==> config.mk <==
export PLATFORM = sky130hd
export DESIGN_NAME = bus_device_fifo
export DESIGN_NICKNAME = d
export VERILOG_FILES = /design/src/rtl/bus_device_fifo.sv
export SDC_FILE = /design/constraint.sdc
export NUM_CORES = 1
export LEC_CHECK = 0
export CAP_MARGIN = 20
export CORE_MARGIN = 8
export CORE_UTILIZATION = 50
export DETAILED_ROUTE_END_ITERATION = 10
export GPL_TIMING_DRIVEN = 0
export PLACE_DENSITY = 0.71
export REMOVE_ABC_BUFFERS = 1
export SYNTH_ARGS = -nofsm -noshare
export SYNTH_HDL_FRONTEND = slang
export SYNTH_SLANG_ARGS = --single-unit
==> constraint.sdc <==
create_clock -name clk -period 2.24 [get_ports clk]
set_input_delay 0.448 -clock clk [delete_from_list [all_inputs] [get_ports clk]]
set_output_delay 0.448 -clock clk [all_outputs]
set_load 0.02 [all_outputs]
==> src/rtl/bus_device_fifo.sv <==
// Purpose: per-device transmit FIFO feeding the bus arbiter; filters self-addressed packets at push.
// Latency: first-word-fall-through, a packet pushed at edge N is on D_pop with pndng=1 right after edge N.
// Backpressure: full stalls pushes (overflow pulse) unless the same cycle pops; pop when empty gives underflow.
module bus_device_fifo #(
  parameter int          pckg_sz   = 16,
  parameter int          depth     = 12,
  parameter logic [7:0]  id        = 8'h00,
  parameter logic [7:0]  broadcast = 8'hFF
) (
  input  logic                       clk,
  input  logic                       reset,
  input  logic                       push,
  input  logic [pckg_sz-1:0]         D_push,
  input  logic                       pop,
  output logic [pckg_sz-1:0]         D_pop,
  output logic                       pndng,
  output logic                       full,
  output logic [$clog2(depth+1)-1:0] count,
  output logic                       overflow,
  output logic                       underflow,
  output logic                       self_err
);

  localparam int cw = $clog2(depth + 1);
  localparam int pw = $clog2(depth);

  logic [pckg_sz-1:0] mem [depth];
  logic [pw-1:0]      wr_ptr;
  logic [pw-1:0]      rd_ptr;
  logic [pw-1:0]      wr_ptr_nxt;
  logic [pw-1:0]      rd_ptr_nxt;
  logic [cw-1:0]      count_nxt;

  logic [7:0] dest;
  logic       self_hit;
  logic       push_ok;
  logic       pop_ok;
  logic       ovf_hit;
  logic       udf_hit;

  // A broadcast destination always passes, even if it happens to equal our own id.
  assign dest     = D_push[pckg_sz-1 -: 8];
  assign self_hit = push && (dest == id) && (dest != broadcast);
  // When full, a same-cycle pop frees the slot the push needs.
  assign push_ok  = push && !self_hit && !(full && !pop);
  assign ovf_hit  = push && !self_hit && full && !pop;
  assign pop_ok   = pop && pndng;
  assign udf_hit  = pop && !pndng;

  // Head entry is shown only while occupied so an empty FIFO presents zero.
  assign D_pop = pndng ? mem[rd_ptr] : '0;

  // Pointer advance and occupancy bookkeeping; depth need not be a power of two,
  // so the wrap is an explicit compare against the last index.
  always_comb begin
    wr_ptr_nxt = wr_ptr;
    rd_ptr_nxt = rd_ptr;
    count_nxt  = count;
    if (push_ok) begin
      wr_ptr_nxt = (wr_ptr == pw'(depth - 1)) ? '0 : wr_ptr + pw'(1);
    end
    if (pop_ok) begin
      rd_ptr_nxt = (rd_ptr == pw'(depth - 1)) ? '0 : rd_ptr + pw'(1);
    end
    case ({push_ok, pop_ok})
      2'b10:   count_nxt = count + cw'(1);
      2'b01:   count_nxt = count - cw'(1);
      default: count_nxt = count;
    endcase
  end

  // Control state and single-cycle error pulses; reset flushes without pulsing.
  always_ff @(posedge clk or negedge reset) begin
    if (!reset) begin
      wr_ptr    <= '0;
      rd_ptr    <= '0;
      count     <= '0;
      pndng     <= 1'b0;
      full      <= 1'b0;
      overflow  <= 1'b0;
      underflow <= 1'b0;
      self_err  <= 1'b0;
    end else begin
      wr_ptr    <= wr_ptr_nxt;
      rd_ptr    <= rd_ptr_nxt;
      count     <= count_nxt;
      pndng     <= (count_nxt != '0);
      full      <= (count_nxt == cw'(depth));
      overflow  <= ovf_hit;
      underflow <= udf_hit;
      self_err  <= self_hit;
    end
  end

  // Packet storage; contents are meaningless until written, so no reset.
  always_ff @(posedge clk) begin
    if (push_ok) begin
      mem[wr_ptr] <= D_push;
    end
  end

endmodule

==> impl_results.md, run 1 <==
- Status: finished, violations left
- Failing checks: negative setup slack
- Yosys warns: 0
- Part of the Yosys area used for sequential elements: 74.7%
- Leading area contributor after synthesis: edfxtp_1
- # DRC: 0
- Netlist cell types: 35
- Final instance area: a little over 0.01 sq mm
- Synthesized area per cell: 19.4 sq um
- Largest net degree at the start of global routing: 30
- Slew at the pin closest to its max-slew limit: 0.786 ns
- Drt wl/cell: approximately 25 microns
- Max Root-Sink Buffers: 3
- Ys flop type: edfxtp_1
- Max Fanout on Critical Path: 7
- Cell Pwr Density: approximately 1300 mW/mm^2
- Sink Count: about 210
- DRT antenna net count: 0
- # diodes: 0
- Fin crit period: ~2.6 ns
- Worst Hold Class: input pin to flop
- Flop and latch count out of synthesis: approximately 210
- Slew headroom: between 40% and 50%
- Post-synth top cells: edfxtp_1, mux4_2, nand2_1
- Element type at the critical path end: output port
- Cts hold-fix bufs: 0
- Post-DP HPWL: about 9300 microns
- GRT Total Usage: 17.3%
- Hold Slack: 0.322 ns
- CTS buffer count: 21
- Area Overhead vs Synth: 22.5%
- PortBufs: 44
- RePlAce Congestion: 0.800
- VDD IR max: slightly above 0.001 V
- Main area contributors after synthesis: edfxtp_1, mux4_2, dfrtp_1, nand2_1, a31oi_1
- Count leader, synth: edfxtp_1
- Post-synth EDFFs: 192
- Drt via density: 5.91
- Finished Core Util: 61.9%
- Post-Place Cells: 674
- DIE HEIGHT: 145 microns
- RSZ-0062 raised after global routing: true
- Post-synthesis cell count: 428
- Depth of the CTS H-tree: 1
- Clock skew: 0.0128 ns
- WP data required: 1.79 ns
- Finished Layout Cells: 732
- Total core area: 0.0164 sq mm
- Die width: ~140 microns
- Startpoint types: flop
- CP Data Arrival Time: approximately 2.2 ns
- Via total after detailed routing: 4,326
- Clock root cell: clkbuf_16
- Final setup fails: 16
- Number of antenna violations at the first check in global routing: 0
- Endpoints failing hold: 0
- FFs w/ async S/R, synth: roughly 8.1%
- Skew-Pair Late Insertion Delay: ~0.50 ns
- Dpl cell area: 0.00897 sq mm
- Max-Cap Viols: 0
- Std cell rows: 47
- Iter 0 DRT Violations: 396
- Max Transition Viols Final: 0
- DRT Pass-1 Iters: 4
- Gr ovfl total: 0
- First-pass GRT wire length: ~27,000 microns
- Synth top area share: 69.5%
- Fin crit share: 117%
- Cell Area, Synth: just over 0.008 sq mm
- Fmax: 0.380 GHz
- Final worst setup slack: -0.389 ns
- Die area: 0.0210 sq mm
- Leakage power: 3.43 nW
- Starting Density: between 50% and 60%
- Vias in the first global route: 4,605
- DRT Wirelength: 18,000 microns
- Net count, final: between 500 and 600
- Clock slew at reported path FFs: 0.06 ns
- Crit Path Class: flop to output port
- Top Ports: 45
- CTS tree: done
- Share of cells above drive strength 1: 35.0%
layout make-up:
type	count	area (sq um)
timing repair inverter	1	7.51
clock buffer	24	547
multi-input combinational	188	2140
fill	1097	6250
sequential	209	6210
tap	220	275
clock inverter	11	153
timing repair buffer	70	786
inverter	9	41.3
worst paths after layout:
check | slack [ns] | from | to | depth (start not counted)
max in group asynchronous | 1.25 | reset | rd_ptr[0]$_DFFE_PN0P_ | 1
worst max register to register | 0.02 | full$_DFF_PN0_ | full$_DFF_PN0_ | 9
worst min register to register | 0.61 | count[3]$_DFF_PN0_ | count[3]$_DFF_PN0_ | 2
worst max-delay path | -0.39 | rd_ptr[0]$_DFFE_PN0P_ | D_pop[0] | 6
worst min-delay path | 0.32 | D_push[15] | mem[8][15]$_DFFE_PP_ | 1
min in group asynchronous | 0.41 | reset | rd_ptr[2]$_DFFE_PN0P_ | 1
where the power goes:
part / internal [mW] / leakage [nW] / switching, mW
clock network: 2.20 / 0.341 / 1.39
logic: 2.41 / 1.15 / 2.52
registers: 4.78 / 1.94 / 0.414
kinds of logic (layout without fill, tap and decap cells):
group	Yosys count	in the layout	synth area share (%)
AO/OA/AOI/OAI	51	51	3.86
adder cells (fa/ha/maj)	8	8	1.21
flip-flops	209	209	74.7
multiplexers	52	52	13.6
buffers and inverters	31	115	1.99
AND/OR/NAND/NOR	74	74	4.41
XOR/XNOR	3	3	0.317
per-layer routing:
| layer | share of wire (%) | up-vias | GRT usage, % | wire length [microns] |
|---|---|---|---|---|
| met4 | 2.5 | 0 | 5.09 | 456 |
| met1 | 39 | 2258 | 22.1 | 7090 |
| met5 | 0 | - | 0 | 0 |
| met3 | 6.0 | 36 | 2.95 | 1080 |
| li1 | - | 1873 | - | - |
| met2 | 52 | 159 | 30.0 | 9340 |
layout by cell type (no fill, tap or decap), drive strengths merged, types with 2 or more instances in the layout:
| cell | instances |
|---|---|
| clkbuf | 26 |
| dfrtp | 17 |
| clkdlybuf4s50 | 18 |
| edfxtp | 192 |
| nor2b | 5 |
| buf | 47 |
| and3 | 15 |
| nand2 | 39 |
| inv | 8 |
| clkinv | 6 |
| a31oi | 16 |
| nor4 | 2 |
| nand3 | 2 |
| dlygate4sd2 | 2 |
| mux2 | 3 |
| nor3 | 3 |
| mux4 | 48 |
| clkinvlp | 3 |
| xor2 | 2 |
| bufinv | 4 |
| nor2 | 5 |
| a21o | 2 |
| a21oi | 5 |
| ha | 8 |
| o21ai | 24 |
critical path, cell delays in order (launching register included):
cell and delay [ns]:
dfrtp_4 0.53, buf_16 0.17, buf_4 0.12, mux4_2 0.49, o21ai_2 0.14, a31oi_2 0.05
buf_4 0.17
flip-flops by register name, summed over array words and instances, names as in the netlist:
signal / flops
count: 4
full: 1
mem: 192
overflow: 1
pndng: 1
rd_ptr: 4
self_err: 1
underflow: 1
wr_ptr: 4
repair_timing:
item                                   4_1_cts  5_1_grt
setup endpoints to repair                  216      147
endpoints found under the hold margin        0        0
gates resized for setup                    155       56
pin swaps                                    6       11
cloned                                       4        2
setup buffers                               17        1
through the flow:
step | worst slack [ns] | power, mW | TNS, ns
final | -0.389 | 13.7 | -5.79
after global routing | -0.473 | 14.3 | -7.06
after floorplan | -1.19 | 7.66 | -29.30
after CTS | -0.406 | 13.3 | -5.91
after global placement | -2.62 | 9.03 | -275.80
after detailed placement | -1.51 | 9.29 | -235.95
Power figures use the tool's default switching activity.
==> inputs of run 2 (changes only) <==
CORE_UTILIZATION = 35   (was 50)
PLACE_DENSITY = not set   (was 0.71)
==> impl_results.md, run 2 (synthesis results as in run 1) <==
- Status: finished, violations left
- Failing checks: negative setup slack
- Combinational share of power: a little under two fifths
- Element type at the critical path end: output port
- Worst Hold Class: input pin to flop
- Largest register by flop count: mem
- Clock slew at reported path FFs: 0.06 ns
- Area Overhead vs Synth: 24.8%
- Sink Count: around 210
- GRT Total Usage: 13.2%
- WP data required: about 1.8 ns
- P_sw: 4.36 mW
- CP Data Arrival Time: approximately 2.2 ns
- Number of flip-flops in the largest register: approximately 190
- Std cell rows: 56
- First-pass GRT wire length: 28,400 microns
- Die area: just under 0.03 sq mm
- Filler cells: 2,033
- Slew headroom: 46.7%
- Dpl cell area: 0.00911 sq mm
- Vias in the first global route: 4,588
- DIE HEIGHT: 170 microns
- Endpoints failing hold: 0
- CTS buffer count: 22
- # diodes: 0
- Via total after detailed routing: between 4,000 and 5,000
- Iter 0 DRT Violations: ~280
- Fin crit share: 120%
- Depth of the CTS H-tree: 1
- VDD IR max: between 0.0004 and 0.0005 V
- Max Root-Sink Buffers: 3
- Setup TNS: -5.90 ns
- Leakage power: 3.48 nW
- DRT Pass-1 Iters: 5
- Fin crit period: 2.68 ns
- Crit Path Class: flop to output port
- Share of cells above drive strength 1: 36.7%
- RePlAce Congestion: 0.743
- Slew at the pin closest to its max-slew limit: ~0.80 ns
- Max-Cap Viols: 0
- Gr ovfl total: 0
- Clock root cell: clkbuf_16
- Final setup fails: 19
- CTS tree: done
- Die width: roughly 170 microns
- Startpoint types: flop
- Setup WS pre-CTS: -1.58 ns
- P_int: 9.24 mW
- Drt wl/cell: 22.6 microns
- Skew-Pair Late Insertion Delay: roughly 0.51 ns
- Number of antenna violations at the first check in global routing: 1
- Cell Pwr Density: 1310 mW/mm^2
- PortBufs: 44
- Top Ports: 45
- Net count, final: 542
- Clock skew: 0.0102 ns
- Final instance area: roughly 0.010 sq mm
- Drt via density: 5.18
- DRT Wirelength: roughly 19,000 microns
- Post-DP HPWL: 9980 microns
- Commonest non-fill, non-tap cells in the layout: edfxtp_1, mux4_2, nand2_1
- Final worst setup slack: -0.439 ns
- Max Fanout on Critical Path: 7
- Commonest non-fill, non-tap cell in the layout: edfxtp_1
- Largest net degree at the start of global routing: 31
- RSZ-0062 raised after global routing: true
- Sequential fraction of design power: 37.8%
- Total core area: 0.0234 sq mm
- Switching Share: 32.0%
- DRT antenna net count: 0
- Fmax: between 0.3 and 0.4 GHz
- Max Transition Viols Final: 0
- Clock power share: between 20 and 25%
- Starting Density: 35.4%
- # DRC: 0
-- run 2: cell count changes in the layout (fill, tap and decap cells not counted), moves of 4 or more --
cell,delta
o21ai_2,+6
buf_4,+22
a31oi_4,-4
nand2_2,-7
o21ai_0,-4
nand2_1,+7
buf_6,-6
buf_2,-8
a31oi_2,+4
-- run 2: final timing paths --
check,from,endpoint,slack (ns),cells past startpoint
setup / recovery,rd_ptr[0]$_DFFE_PN0P_,D_pop[11],-0.44,7
hold / removal,D_push[8],mem[3][8]$_DFFE_PP_,0.32,1
min in group asynchronous,reset,wr_ptr[0]$_DFFE_PN0P_,0.41,1
setup reg to reg,full$_DFF_PN0_,count[2]$_DFF_PN0_,-0.06,10
max in group asynchronous,reset,pndng$_DFF_PN0_,1.25,1
hold reg to reg,count[3]$_DFF_PN0_,count[3]$_DFF_PN0_,0.62,2
-- run 2: final cells by class --
class / instances / area (sq um) / area share (%)
clock buffer: 27 / 569 / 5.50
clock inverter: 9 / 77.6 / 0.749
inverter: 9 / 41.3 / 0.399
multi-input combinational: 188 / 2130 / 20.6
sequential: 209 / 6210 / 59.9
tap: 319 / 399 / 3.85
timing repair buffer: 83 / 921 / 8.89
timing repair inverter: 1 / 7.51 / 0.0725
-- run 2: per-stage QoR --
| step | power [mW] | cells | hold slack, ns | utilization, % |
|---|---|---|---|---|
| final | 13.6 | 845 | 0.316 | 44.2 |
| after global routing | 14.3 | 845 | 0.308 | 44.2 |
| after CTS | 13.6 | 841 | 0.293 | 43.7 |
| after detailed placement | 9.37 | 774 | 0.601 | 38.9 |
| after global placement | 9.09 | 769 | 0.575 | 38.5 |
| after floorplan | 7.66 | 406 | 0.152 | - |
-- run 2: worst max-delay path: stages (launching register included) --
cell	delay (ns)
dfrtp_4	0.49
buf_12	0.16
buf_12	0.15
buf_4	0.13
mux4_2	0.42
o21ai_2	0.19
a31oi_4	0.05
buf_6	0.14
-- run 2: metal layers --
layer | up-vias | wire, microns | global-route usage (%)
li1 | 1904 | - | -
met1 | 2324 | 7520 | 16.6
met2 | 123 | 10100 | 23.3
met3 | 23 | 1110 | 2.20
met4 | 2 | 332 | 3.89
met5 | - | 10 | 0
-- run 2: power groups by stage --
stage          clock, mW  combinational, mW  sequential (mW)
2_1_floorplan          0               2.28             5.39
3_3_place_gp           0               3.54             5.56
3_5_place_dp           0               3.99             5.37
4_1_cts             3.41               5.00             5.14
5_1_grt             3.55               5.52             5.20
6_report            3.33               5.13             5.14
-- run 2: timing repair --
item,in CTS,in global routing
gates resized for setup,184,27
buffers inserted,26,5
gates cloned,5,0
endpoints found under the setup margin,217,22
pin swaps,11,6
hold buffers,0,0
